--- src/rtl/data_mem_arbiter.sv ---
// data_mem_arbiter: shares one single-port synchronous data memory between the
// CPU MEM stage (load/store) and the write-only camera frame-capture DMA.
// The CPU wins by default; a starvation counter forces the camera in after
// STARVE_MAX consecutive CPU wins, and a burst counter bounds camera ownership.
//
// Handshake: a requester raises *_req with a stable payload and holds both
// until it is served. The CPU is served in every cycle where cpu_req is high
// and cpu_stall is low. The camera is served in every cycle where cam_ack is
// high. At most one requester is served per cycle.
module data_mem_arbiter #(
   parameter  int ADDR_W     = 32,
   parameter  int DATA_W     = 32,
   parameter  int CAM_BURST  = 8,
   parameter  int STARVE_MAX = 4,
   localparam int SW         = $clog2(STARVE_MAX + 1),
   localparam int BW         = $clog2(CAM_BURST + 1)
) (
   input  logic              clk,
   input  logic              reset,
   input  logic              cpu_req,
   input  logic              cpu_we,
   input  logic [ADDR_W-1:0] cpu_addr,
   input  logic [DATA_W-1:0] cpu_wdata,
   output logic              cpu_stall,
   output logic              cpu_rvalid,
   output logic [DATA_W-1:0] cpu_rdata,
   input  logic              cam_req,
   input  logic [ADDR_W-1:0] cam_addr,
   input  logic [DATA_W-1:0] cam_wdata,
   input  logic              cam_last,
   output logic              cam_ack,
   output logic              mem_en,
   output logic              mem_we,
   output logic [ADDR_W-1:0] mem_addr,
   output logic [DATA_W-1:0] mem_wdata,
   input  logic [DATA_W-1:0] mem_rdata,
   output logic              o_dbg_state,
   output logic [SW-1:0]     o_dbg_starve_cnt,
   output logic [BW-1:0]     o_dbg_burst_cnt
);

   typedef enum logic {
      S_CPU = 1'b0,
      S_CAM = 1'b1
   } state_t;

   localparam logic [SW-1:0] STARVE_MAX_C = SW'(STARVE_MAX);
   localparam logic [BW-1:0] CAM_BURST_C  = BW'(CAM_BURST);
   // A one-word burst never needs the camera-owned state.
   localparam bit            CAM_SINGLE   = (CAM_BURST == 1);

   state_t          r_state;
   logic [SW-1:0]   r_starve_cnt;
   logic [BW-1:0]   r_burst_cnt;
   logic            r_rvalid;

   logic            w_grant_cpu;
   logic            w_grant_cam;
   logic [BW-1:0]   w_burst_inc;

   // Grant decision: the camera owns the port during a burst, when the CPU is
   // idle, or once the CPU has starved it for STARVE_MAX grants.
   always_comb begin
      w_grant_cam = cam_req && ((r_state == S_CAM) || !cpu_req ||
                                (r_starve_cnt == STARVE_MAX_C));
      w_grant_cpu = cpu_req && !w_grant_cam;
      w_burst_inc = r_burst_cnt + BW'(1);
   end

   // Memory port mux; idle cycles drive zeros so the bus is quiet.
   always_comb begin
      mem_en    = 1'b0;
      mem_we    = 1'b0;
      mem_addr  = '0;
      mem_wdata = '0;
      if (w_grant_cpu) begin
         mem_en    = 1'b1;
         mem_we    = cpu_we;
         mem_addr  = cpu_addr;
         mem_wdata = cpu_wdata;
      end else if (w_grant_cam) begin
         mem_en    = 1'b1;
         mem_we    = 1'b1;
         mem_addr  = cam_addr;
         mem_wdata = cam_wdata;
      end
   end

   // Handshake outputs; load data comes straight from the registered memory
   // output in the cycle after the grant and is zero otherwise.
   always_comb begin
      cpu_stall        = cpu_req && !w_grant_cpu;
      cam_ack          = w_grant_cam;
      cpu_rvalid       = r_rvalid;
      cpu_rdata        = r_rvalid ? mem_rdata : '0;
      o_dbg_state      = r_state;
      o_dbg_starve_cnt = r_starve_cnt;
      o_dbg_burst_cnt  = r_burst_cnt;
   end

   // Ownership FSM with starvation/burst counters and the load-valid flag.
   always_ff @(posedge clk) begin
      if (reset) begin
         r_state      <= S_CPU;
         r_starve_cnt <= '0;
         r_burst_cnt  <= '0;
         r_rvalid     <= 1'b0;
      end else begin
         r_rvalid <= w_grant_cpu && !cpu_we;

         if (w_grant_cam || !cam_req) begin
            r_starve_cnt <= '0;
         end else if ((r_state == S_CPU) && w_grant_cpu &&
                      (r_starve_cnt != STARVE_MAX_C)) begin
            r_starve_cnt <= r_starve_cnt + SW'(1);
         end

         case (r_state)
            S_CPU: begin
               if (w_grant_cam) begin
                  if (cam_last || CAM_SINGLE) begin
                     r_burst_cnt <= '0;
                  end else begin
                     r_state     <= S_CAM;
                     r_burst_cnt <= BW'(1);
                  end
               end
            end
            S_CAM: begin
               if (w_grant_cam) begin
                  if (cam_last || (w_burst_inc == CAM_BURST_C)) begin
                     r_state     <= S_CPU;
                     r_burst_cnt <= '0;
                  end else begin
                     r_burst_cnt <= w_burst_inc;
                  end
               end else begin
                  // Camera went idle: hand the port back this same cycle.
                  r_state     <= S_CPU;
                  r_burst_cnt <= '0;
               end
            end
            default: begin
               r_state     <= S_CPU;
               r_burst_cnt <= '0;
            end
         endcase
      end
   end

endmodule

--- config.mk ---
export PLATFORM = sky130hd
export DESIGN_NAME = data_mem_arbiter
export DESIGN_NICKNAME = d
export VERILOG_FILES = /design/src/rtl/data_mem_arbiter.sv
export SDC_FILE = /design/constraint.sdc
export NUM_CORES = 1
export LEC_CHECK = 0
export ABC_AREA = 1
export CELL_PAD_IN_SITES_DETAIL_PLACEMENT = 0
export CELL_PAD_IN_SITES_GLOBAL_PLACEMENT = 1
export CORE_MARGIN = 2
export CORE_UTILIZATION = 11
export DETAILED_ROUTE_END_ITERATION = 10
export PLACE_DENSITY = 0.83
export SETUP_SLACK_MARGIN = 0.02
export SLEW_MARGIN = 20
export SYNTH_ARGS = -nofsm -noshare
export SYNTH_HDL_FRONTEND = slang
export SYNTH_SLANG_ARGS = --single-unit
--- constraint.sdc ---
create_clock -name clk -period 1.68 [get_ports clk]
set_input_delay 0.336 -clock clk [delete_from_list [all_inputs] [get_ports clk]]
set_output_delay 0.336 -clock clk [all_outputs]
set_load 0.03 [all_outputs]
==> impl.org, run 1 <==
** Outcome
- Result of the run :: finished, violations left
- The checks that failed: setup timing.

** Hold path
- For hold timing, the worst endpoint is o_dbg_starve_cnt[0]$_SDFFE_PP0P_.
- Instance count along the most critical hold path :: 2
- The startpoint identified for the worst hold timing path is o_dbg_starve_cnt[0]$_SDFFE_PP0P_.
- Class of the most critical hold timing path :: reg2reg

** Logic synthesis
- Count of yosys warnings during synthesis :: 0
- Of the post-synthesis cell area, the dominant cell type holds 39.17%.
- The cell count after synthesis came out at 346.
- Total nets after synthesis :: 516
- Leading area contributor after synthesis :: sky130_fd_sc_hd__nand2_1
- Proportion of synthesized chip area in sequential cells :: 10.87%
- Avg Inst Size Synth :: 4.791 sq um
- Post-synthesis sequential element count :: 9
- Cell Area, Synth :: 1658 sq um
- Synth unique cells :: 17
- Yosys attributes the largest share of cell area to sky130_fd_sc_hd__nand2_1 39%, sky130_fd_sc_hd__nand3_1 22%, sky130_fd_sc_hd__dfxtp_1 11%.

** Clock tree
- TritonCTS built the clock tree.
- Largest buffer count on any clock path :: 2
- Insertion delay to the later sink of the worst-skew pair :: 0.23 ns
- CTS root buf :: sky130_fd_sc_hd__clkbuf_16
- CTS Sinks :: 9
- CTS built an H-tree with a depth of 1.
- After clock tree synthesis, the clock-pin slew on the worst setup and hold paths is 0.04 ns.
- Buffers inserted during clock tree synthesis total 3.

** Floorplan
- The floorplan step defined a die boundary enclosing 16070 sq um.
- Initial cell density of the core :: 11.32%
- Horizontal extent of the die :: 126.8 um
- The core region is 14640 sq um.
- Row generation in the floorplan step produced 44 rows.
- Height of the die :: 126.8 um
- Num ports :: 275

** Drt
- Wl on met1 :: 4392 um
- Summed over all nets, wire length on met3 after detailed routing comes to 957 um.
- Wire length after detailed routing :: 11990 um
- After detailed routing, the met2 layer carries 6532 um of wire.
- After detailed routing, the number of vias per cell comes to 4.015.
- First-pass detailed-route iteration total :: 4
- In the final routed layout, each cell accounts on average for 14.57 um.
- Highest metal used :: met4
- Total number of vias :: 3304
- For this run, design rule violations remaining after detail routing come to 0.
- The detailed router finished its first iteration with 61 violations.
- Antenna-violating nets left :: 0

** Setup path
- The worst register-to-register path ends at o_dbg_burst_cnt[0]$_SDFFE_PP0P_.
- Required time of the critical path :: 1.34 ns
- Critical path endpoint category :: output port
- Kind of critical path :: reg2out
- The worst setup path is launched from a flop.
- Maximum single-stage delay on the critical path :: 0.35 ns
- Crit path top cell by count :: sky130_fd_sc_hd__nand2_2
- Maximum fanout encountered on the critical timing path :: 11
- Buffers plus inverters on the worst setup path :: 5
- Reg2Reg Setup Slack :: 0.23 ns
- Critical-path top delay cell :: sky130_fd_sc_hd__dfxtp_4
- Broken down by cell family, the worst path's largest delay share belongs to buffers and inverters.
- Worst r2r path cells :: 10
- Crit-path cells :: inv_4, ha_4, nand2_4, nand3_4, nand2_8, inv_12, buf_12, buf_16, nand2_2, nand2_2, buf_6
- CP arrival :: 1.70 ns
- The startpoint identified for the worst register-to-register timing path is o_dbg_starve_cnt[1]$_SDFFE_PP0P_.

** Finish
- Relative to the synthesized area, the layout overhead comes to 236.2%.
- Highest-count cells in the layout ignoring fill and taps :: 166 x sky130_fd_sc_hd__clkdlybuf4s50_1, 78 x sky130_fd_sc_hd__nand2_1, 77 x sky130_fd_sc_hd__buf_4, 76 x sky130_fd_sc_hd__nand2_2, 56 x sky130_fd_sc_hd__nand3_1
- Measured on the finished design, the core utilization comes to 38.06%.
- For this run, the post-layout net count is 810.
- Number of antenna cells inserted :: 0
- Counting the fill cells in the layout gives 1513.
- In the final layout, the share of cells above drive strength 1 is 41.78%.
- Excluding fillers, the count of instances in the completed layout stands at 823.
- The library cell used most frequently in the layout, excluding fill and tap cells, is sky130_fd_sc_hd__clkdlybuf4s50_1.

** Pwr
- Power comes to 2244 uW.
- The analysis attributes to cell leakage a power of 0.002805 uW.
- For this design the ratio of total power to cell area is 402.6 nW/um^2.
- Worst vdd rail ir drop :: 280.3 uV

** STA
- Final number of hold-violating endpoints :: 0
- The number of slew-limit violations in the final report was 0.
- Transition time of the tightest slew-check pin :: 0.3722 ns
- Fin worst setup slack :: -0.3593 ns
- The clock arrives with 0.001548 ns of skew.
- Measured against its own limit, the worst slew margin works out to 75.19%.
- Derived from the worst setup path, the maximum achievable clock frequency is 0.4904 GHz.
- Setup repair after global routing could not meet its margin everywhere.
- For the finished layout, the period the worst path requires is 2.039 ns.
- Setup violations remaining at the end of the flow were counted as 68.
- Final clock period utilization by the worst path :: 121.4%

** Place
- Placed wire-length estimate :: 8272 um
- In this run, placement finished with an instance count of 797.
- Placer congestion estimate :: 0.7275
- Count of input and output buffers :: 274

** Global route
- Vias in the first global route :: 3388
- The total overflow left after global routing is 0.
- Entering global routing, the biggest net connects 41 pins.
- Number of antenna violations at the first check in global routing :: 0
- Wire length of the first global-routing pass :: 17770 um
- Global routing used 13.98% of the available tracks.

** Run
- Count of maximum capacitance violations :: 0
Yosys cell counts:
cell / n
sky130_fd_sc_hd__xnor2_1: 1
sky130_fd_sc_hd__nand2_4: 1
sky130_fd_sc_hd__nor2_1: 6
sky130_fd_sc_hd__nand3_2: 1
sky130_fd_sc_hd__inv_1: 43
sky130_fd_sc_hd__a21oi_1: 5
sky130_fd_sc_hd__buf_2: 10
sky130_fd_sc_hd__ha_1: 4
sky130_fd_sc_hd__nand4_1: 2
sky130_fd_sc_hd__nand3b_1: 1
sky130_fd_sc_hd__clkbuf_1: 9
sky130_fd_sc_hd__dfxtp_1: 9
sky130_fd_sc_hd__nand2_1: 173
sky130_fd_sc_hd__buf_6: 5
sky130_fd_sc_hd__nand3_1: 73
sky130_fd_sc_hd__nor4_1: 1
sky130_fd_sc_hd__inv_2: 2
routing by layer:
metal | global-route usage (%) | vias to the layer above
met2 | 28.78 | 170
met3 | 2.995 | 6
li1 | - | 1653
met4 | 1.745 | 0
met5 | 0 | -
met1 | 14.74 | 1475
worst reg2reg max path, cell delays in order, from the launching register on:
cell and delay (ns):
sky130_fd_sc_hd__dfxtp_4 0.34, sky130_fd_sc_hd__inv_4 0.05, sky130_fd_sc_hd__ha_4 0.14, sky130_fd_sc_hd__nand2_4 0.05, sky130_fd_sc_hd__nand3_4 0.08, sky130_fd_sc_hd__nand2_8 0.11
sky130_fd_sc_hd__buf_4 0.16, sky130_fd_sc_hd__buf_4 0.14, sky130_fd_sc_hd__nor2_1 0.12, sky130_fd_sc_hd__nand2_1 0.07, sky130_fd_sc_hd__a21oi_1 0.12
repair_timing:
| item | 4_1_cts | 5_1_grt |
|---|---|---|
| resized for setup | 112 | 6 |
| gates cloned | 11 | 0 |
| hold buffers | 0 | 0 |
| setup endpoints to repair | 72 | 69 |
| setup buffers | 11 | 1 |
| pin swaps | 7 | 2 |
| hold endpoints to repair | 0 | 0 |
through the flow:
stage / setup TNS (ns) / cell area, sq um / hold slack (ns) / setup WS (ns)
floorplan: -1.165 / 1919 / 0.4051 / -0.03258
finish: -20.46 / 5574 / 0.5169 / -0.3593
CTS: -21.62 / 5578 / 0.5219 / -0.3618
global route: -25.82 / 5574 / 0.5387 / -0.4270
global placement: -17.13 / 4697 / 0.5006 / -0.3041
detailed placement: -18.16 / 4697 / 0.5103 / -0.3231
cells by family after synthesis:
logic type	Yosys count	share of synthesized area, %
DFF	9	10.87
AOI/OAI and AO/OA	5	1.509
buffers and inverters	69	18.64
and+or+nand+nor	258	65.43
adders and majority gates	4	3.019
xor gates and xnor gates	1	0.5284
worst max-delay path by stage:
stage	from	endpoint	slack, ns	cells past startpoint
final	o_dbg_starve_cnt[1]$_SDFFE_PP0P_	mem_addr[28]	-0.36	11
after CTS	o_dbg_starve_cnt[1]$_SDFFE_PP0P_	mem_wdata[8]	-0.36	10
after floorplan	o_dbg_starve_cnt[0]$_SDFFE_PP0P_	mem_addr[16]	-0.03	9
after global routing	o_dbg_starve_cnt[1]$_SDFFE_PP0P_	mem_addr[28]	-0.43	11
after detailed placement	cam_req	mem_wdata[20]	-0.32	7
after global placement	cam_req	mem_wdata[23]	-0.30	7
cell type report:
class	count	area [sq um]	share of cell area, %
Multi-Input combinational cell	268	1633	29.29
Inverter	45	183.9	3.300
Sequential cell	9	188.9	3.389
Tap cell	184	230.2	4.130
Timing Repair Buffer	313	3259	58.47
Clock buffer	4	78.83	1.414
power by group:
part | internal (uW) | switching, uW | total (uW)
Sequential | 217 | 2.63 | 219
Combinational | 837 | 771 | 1610
Clock | 317 | 100 | 417
registers in the layout (all words and copies together) (netlist names):
name / count
cpu_rvalid: 1
o_dbg_burst_cnt: 4
o_dbg_starve_cnt: 3
o_dbg_state: 1
Note: power is estimated with default switching activity, not from simulation.
==> inputs of run 2 (changes only) <==
--- a/config.mk
+++ b/config.mk
@@ -9,9 +9,11 @@
 export CELL_PAD_IN_SITES_DETAIL_PLACEMENT = 0
 export CELL_PAD_IN_SITES_GLOBAL_PLACEMENT = 1
 export CORE_MARGIN = 2
-export CORE_UTILIZATION = 11
+export CORE_UTILIZATION = 12
+export CTS_BUF_LIST = sky130_fd_sc_hd__clkbuf_16
+export CTS_CLUSTER_SIZE = 16
 export DETAILED_ROUTE_END_ITERATION = 10
-export PLACE_DENSITY = 0.83
+export PLACE_DENSITY = 0.89
 export SETUP_SLACK_MARGIN = 0.02
 export SLEW_MARGIN = 20
 export SYNTH_ARGS = -nofsm -noshare
==> constraint.sdc (replaced) <==
create_clock -name clk -period 2.61 [get_ports clk]
set_input_delay 0.522 -clock clk [delete_from_list [all_inputs] [get_ports clk]]
set_output_delay 0.522 -clock clk [all_outputs]
set_load 0.03 [all_outputs]
==> impl.org, run 2 (synthesis results as in run 1) <==
** Setup path
- Crit-path cells :: clkdlybuf4s50_1, nand2_4, buf_4, nand3_1, nand2_1, buf_4
- The maximum fanout count along the critical path came to 26 (+15).
- STA classifies the critical path endpoint as an output port.
- STA classifies the critical path startpoint as an input port.
- The biggest cell delay along the critical path was 0.49 ns (+0.14 ns).
- CP arrival :: 1.83 ns (+0.13 ns)
- Critical-path top delay cell :: sky130_fd_sc_hd__clkdlybuf4s50_1
- Kind of critical path :: in2out
- The data required time at the worst endpoint was 2.09 ns (+0.75 ns).
- Among the stages of the critical path, the cell type that occurs most often is sky130_fd_sc_hd__buf_4.

** Finish
- Final cell count without fillers :: 783 (-4.9%)
- Area of the multi-input gates :: 1169 sq um (-28%)
- Most common cell after layout, fill and taps aside :: sky130_fd_sc_hd__clkdlybuf4s50_1
- The fill cell instance count of the final layout is 1451 (-4.1%).
- Share of post-route cells with drive strength above 1 :: 13.67% (-28 points)
- The number of antenna diodes came to 0 (unchanged).
- Sequential standard cell area :: 180.2 sq um (-4.6%)
- Layout area overhead :: 169.9%
- The number of flip-flops in the largest register was 4 (unchanged).
- The post-layout net count was 778 (-4.0%).
- The top cell types in the final layout, fill and taps aside, are 205 x sky130_fd_sc_hd__clkdlybuf4s50_1, 173 x sky130_fd_sc_hd__nand2_1, 73 x sky130_fd_sc_hd__nand3_1, 72 x sky130_fd_sc_hd__buf_4, 44 x sky130_fd_sc_hd__inv_1.

** Drt
- The overall via count from detail_route is 3091 (-6.4%).
- The detail-routed via count per cell came to 3.948 (-1.7%).
- Antenna-violating nets left :: 0 (unchanged)
- The number of remaining DRC errors is 0 (unchanged).
- The routed wire length per instance is 11.64 um (-20%).
- Number of DRC markers in iteration 0 :: 79 (+30%)
- The count of TritonRoute iterations in the first routing pass is 4 (unchanged).
- The final routed wirelength across all metal layers is 9118 um (-24%).

** Pwr
- The cell leakage power was 0.002312 uW (-18%).
- Relative contribution of combinational cells to total power :: 66.0% (-5.6 points)
- The clock share of power was 22.1% (+3.5 points).
- P per Cell Area :: 269.9 nW/um^2 (-33%)
- Flop pwr share :: 11.9% (+2.1 points)
- The worst ir drop on vdd was 136.5 uV (-51%).
- The switching part of the total power came to 38.65% (-0.27 points).
- Internal power :: 740.8 uW (-46%)
- The net switching component of the power was 466.7 uW (-47%).

** Floorplan
- Height of the die :: 121.5 um (-4.1%)
- The area enclosed by the die boundary was 14770 sq um (-8.1%).
- The cell row count was 42 (-4.5%).
- The I/O pin count was 275 (unchanged).
- Horizontal extent of the die :: 121.5 um (-4.1%)
- Core Footprint :: 13350 sq um (-8.9%)
- Initial cell density of the core :: 12.42% (+1.1 points)

** Clock tree
- Clk slew on worst S/H paths :: 0.04 ns (about the same)
- TritonCTS built the clock tree.
- Hold Buf Count CTS :: 0 (unchanged)
- Largest buffer count on any clock path :: 2 (unchanged)
- CTS root buf :: sky130_fd_sc_hd__clkbuf_16
- The total CTS buffers is 3 (unchanged).
- Count of buffers added by post-CTS timing repair for setup :: 0 (-11)
- CTS Sinks :: 9 (unchanged)
- The insertion delay of the later-clocked pin in the worst-skew pair is 0.23 ns (about the same).
- The number of gates resized after cts was 0 (-100%).
- The level count of the clock H-tree was 1 (unchanged).

** STA
- The number of slew-limit violations in the final report is 0 (unchanged).
- Unrepaired setup endpoints after global routing :: no
- For the finished layout, the period the worst path requires is 2.351 ns.
- Final TNS setup :: 0 ns (+20.46 ns)
- The slew at the pin closest to its max-slew limit is 0.4216 ns (+0.04941 ns).
- Final worst clock skew :: 0.002342 ns (+0.0007940 ns)
- Final Setup Violations :: 0 (-100%)
- Final clock period utilization by the worst path :: 90.07%
- The number of hold violations in the final report is 0 (unchanged).
- Max Fclk :: 0.4254 GHz
- The worst slew slack as a fraction of its limit was 71.89% (-3.3 points).

** Global route
- The pin count of the biggest net entering global routing is 47 (+15%).
- The global-route wire length before repair is 13630 um (-23%).
- Overflow left after global routing :: 0 (unchanged)
- The number of antenna violations at the first check in global routing came to 0 (unchanged).
- Global-route usage over all layers :: 11.17% (-2.8 points)
- The via count of the first global-routing pass came to 2952 (-13%).

** Place
- Count of input and output buffers :: 274 (unchanged)
- Placed wire-length estimate :: 7470 um (-9.7%)
- The routability congestion estimate was 0.7717 (+6.1%).
- Dpl cells :: 779 (-2.3%)

** Run
- Count of maximum capacitance violations :: 0 (unchanged)

** Hold path
- The path class of the tightest hold or removal check is reg2reg.

** Outcome
- Result of the run :: completed
[run 2: cell types whose count changed in the layout (fill, tap and decap cells not counted), sizes merged]
cell,previous run,this run
buf,141,76
clkbuf,4,3
clkdlybuf4s50,166,205
dlygate4sd2,5,0
dlymetal6s2s,1,0
inv,45,46
[run 2: layer usage]
metal / global-route usage [%] / part of all wire [%] / vias up
met4: 1.724 / 0.90 / 0
met2: 22.51 / 52 / 194
met5: 0 / 0 / -
met3: 2.341 / 11 / 8
met1: 12.00 / 37 / 1310
li1: - / - / 1579
[run 2: per-stage QoR]
stage                     power [uW]  hold slack, ns  setup WS, ns  cell area, sq um  util [%]
after floorplan                502.3          0.5652        0.5065              1658         -
after global placement         948.5          0.4466        0.2419              4395     32.93
after detailed placement       949.4          0.4715        0.2335              4395     32.93
after CTS                       1223          0.4804        0.2305              4474     33.52
after global routing            1280          0.4996        0.1041              4474     33.52
final                           1208          0.4695        0.2592              4474     33.52
[run 2: final cells by class]
class	instances	share of cell area, %
inverters	45	3.775
repair buffers	281	59.40
clock inverters	1	0.08389
clock buffers	3	1.678
multi-input cells	268	26.12
flip-flops and latches	9	4.027
well taps	176	4.922
[run 2: path summary, 6_finish.rpt]
path | slack [ns] | to | from | cells past startpoint
hold reg to reg | 0.47 | o_dbg_starve_cnt[0]$_SDFFE_PP0P_ | o_dbg_starve_cnt[0]$_SDFFE_PP0P_ | 1
setup reg to reg | 1.10 | o_dbg_burst_cnt[3]$_SDFFE_PP0P_ | o_dbg_starve_cnt[0]$_SDFFE_PP0P_ | 8
hold / removal | 0.47 | o_dbg_starve_cnt[0]$_SDFFE_PP0P_ | o_dbg_starve_cnt[0]$_SDFFE_PP0P_ | 1
setup / recovery | 0.26 | mem_addr[7] | cam_req | 6
[run 2: power by group through the flow]
stage / Sequential (uW) / Combinational [uW] / Clock (uW)
CTS: 144 / 806 / 274
floorplan: 151 / 351 / 0
finish: 144 / 797 / 267
global placement: 146 / 802 / 0
detailed placement: 146 / 803 / 0
global route: 144 / 853 / 283
[run 2: critical path, delay by kind of cell]
kind | cells | cell delay (ns)
buffers and inverters | 3 | 0.95
and+or+nand+nor | 3 | 0.33
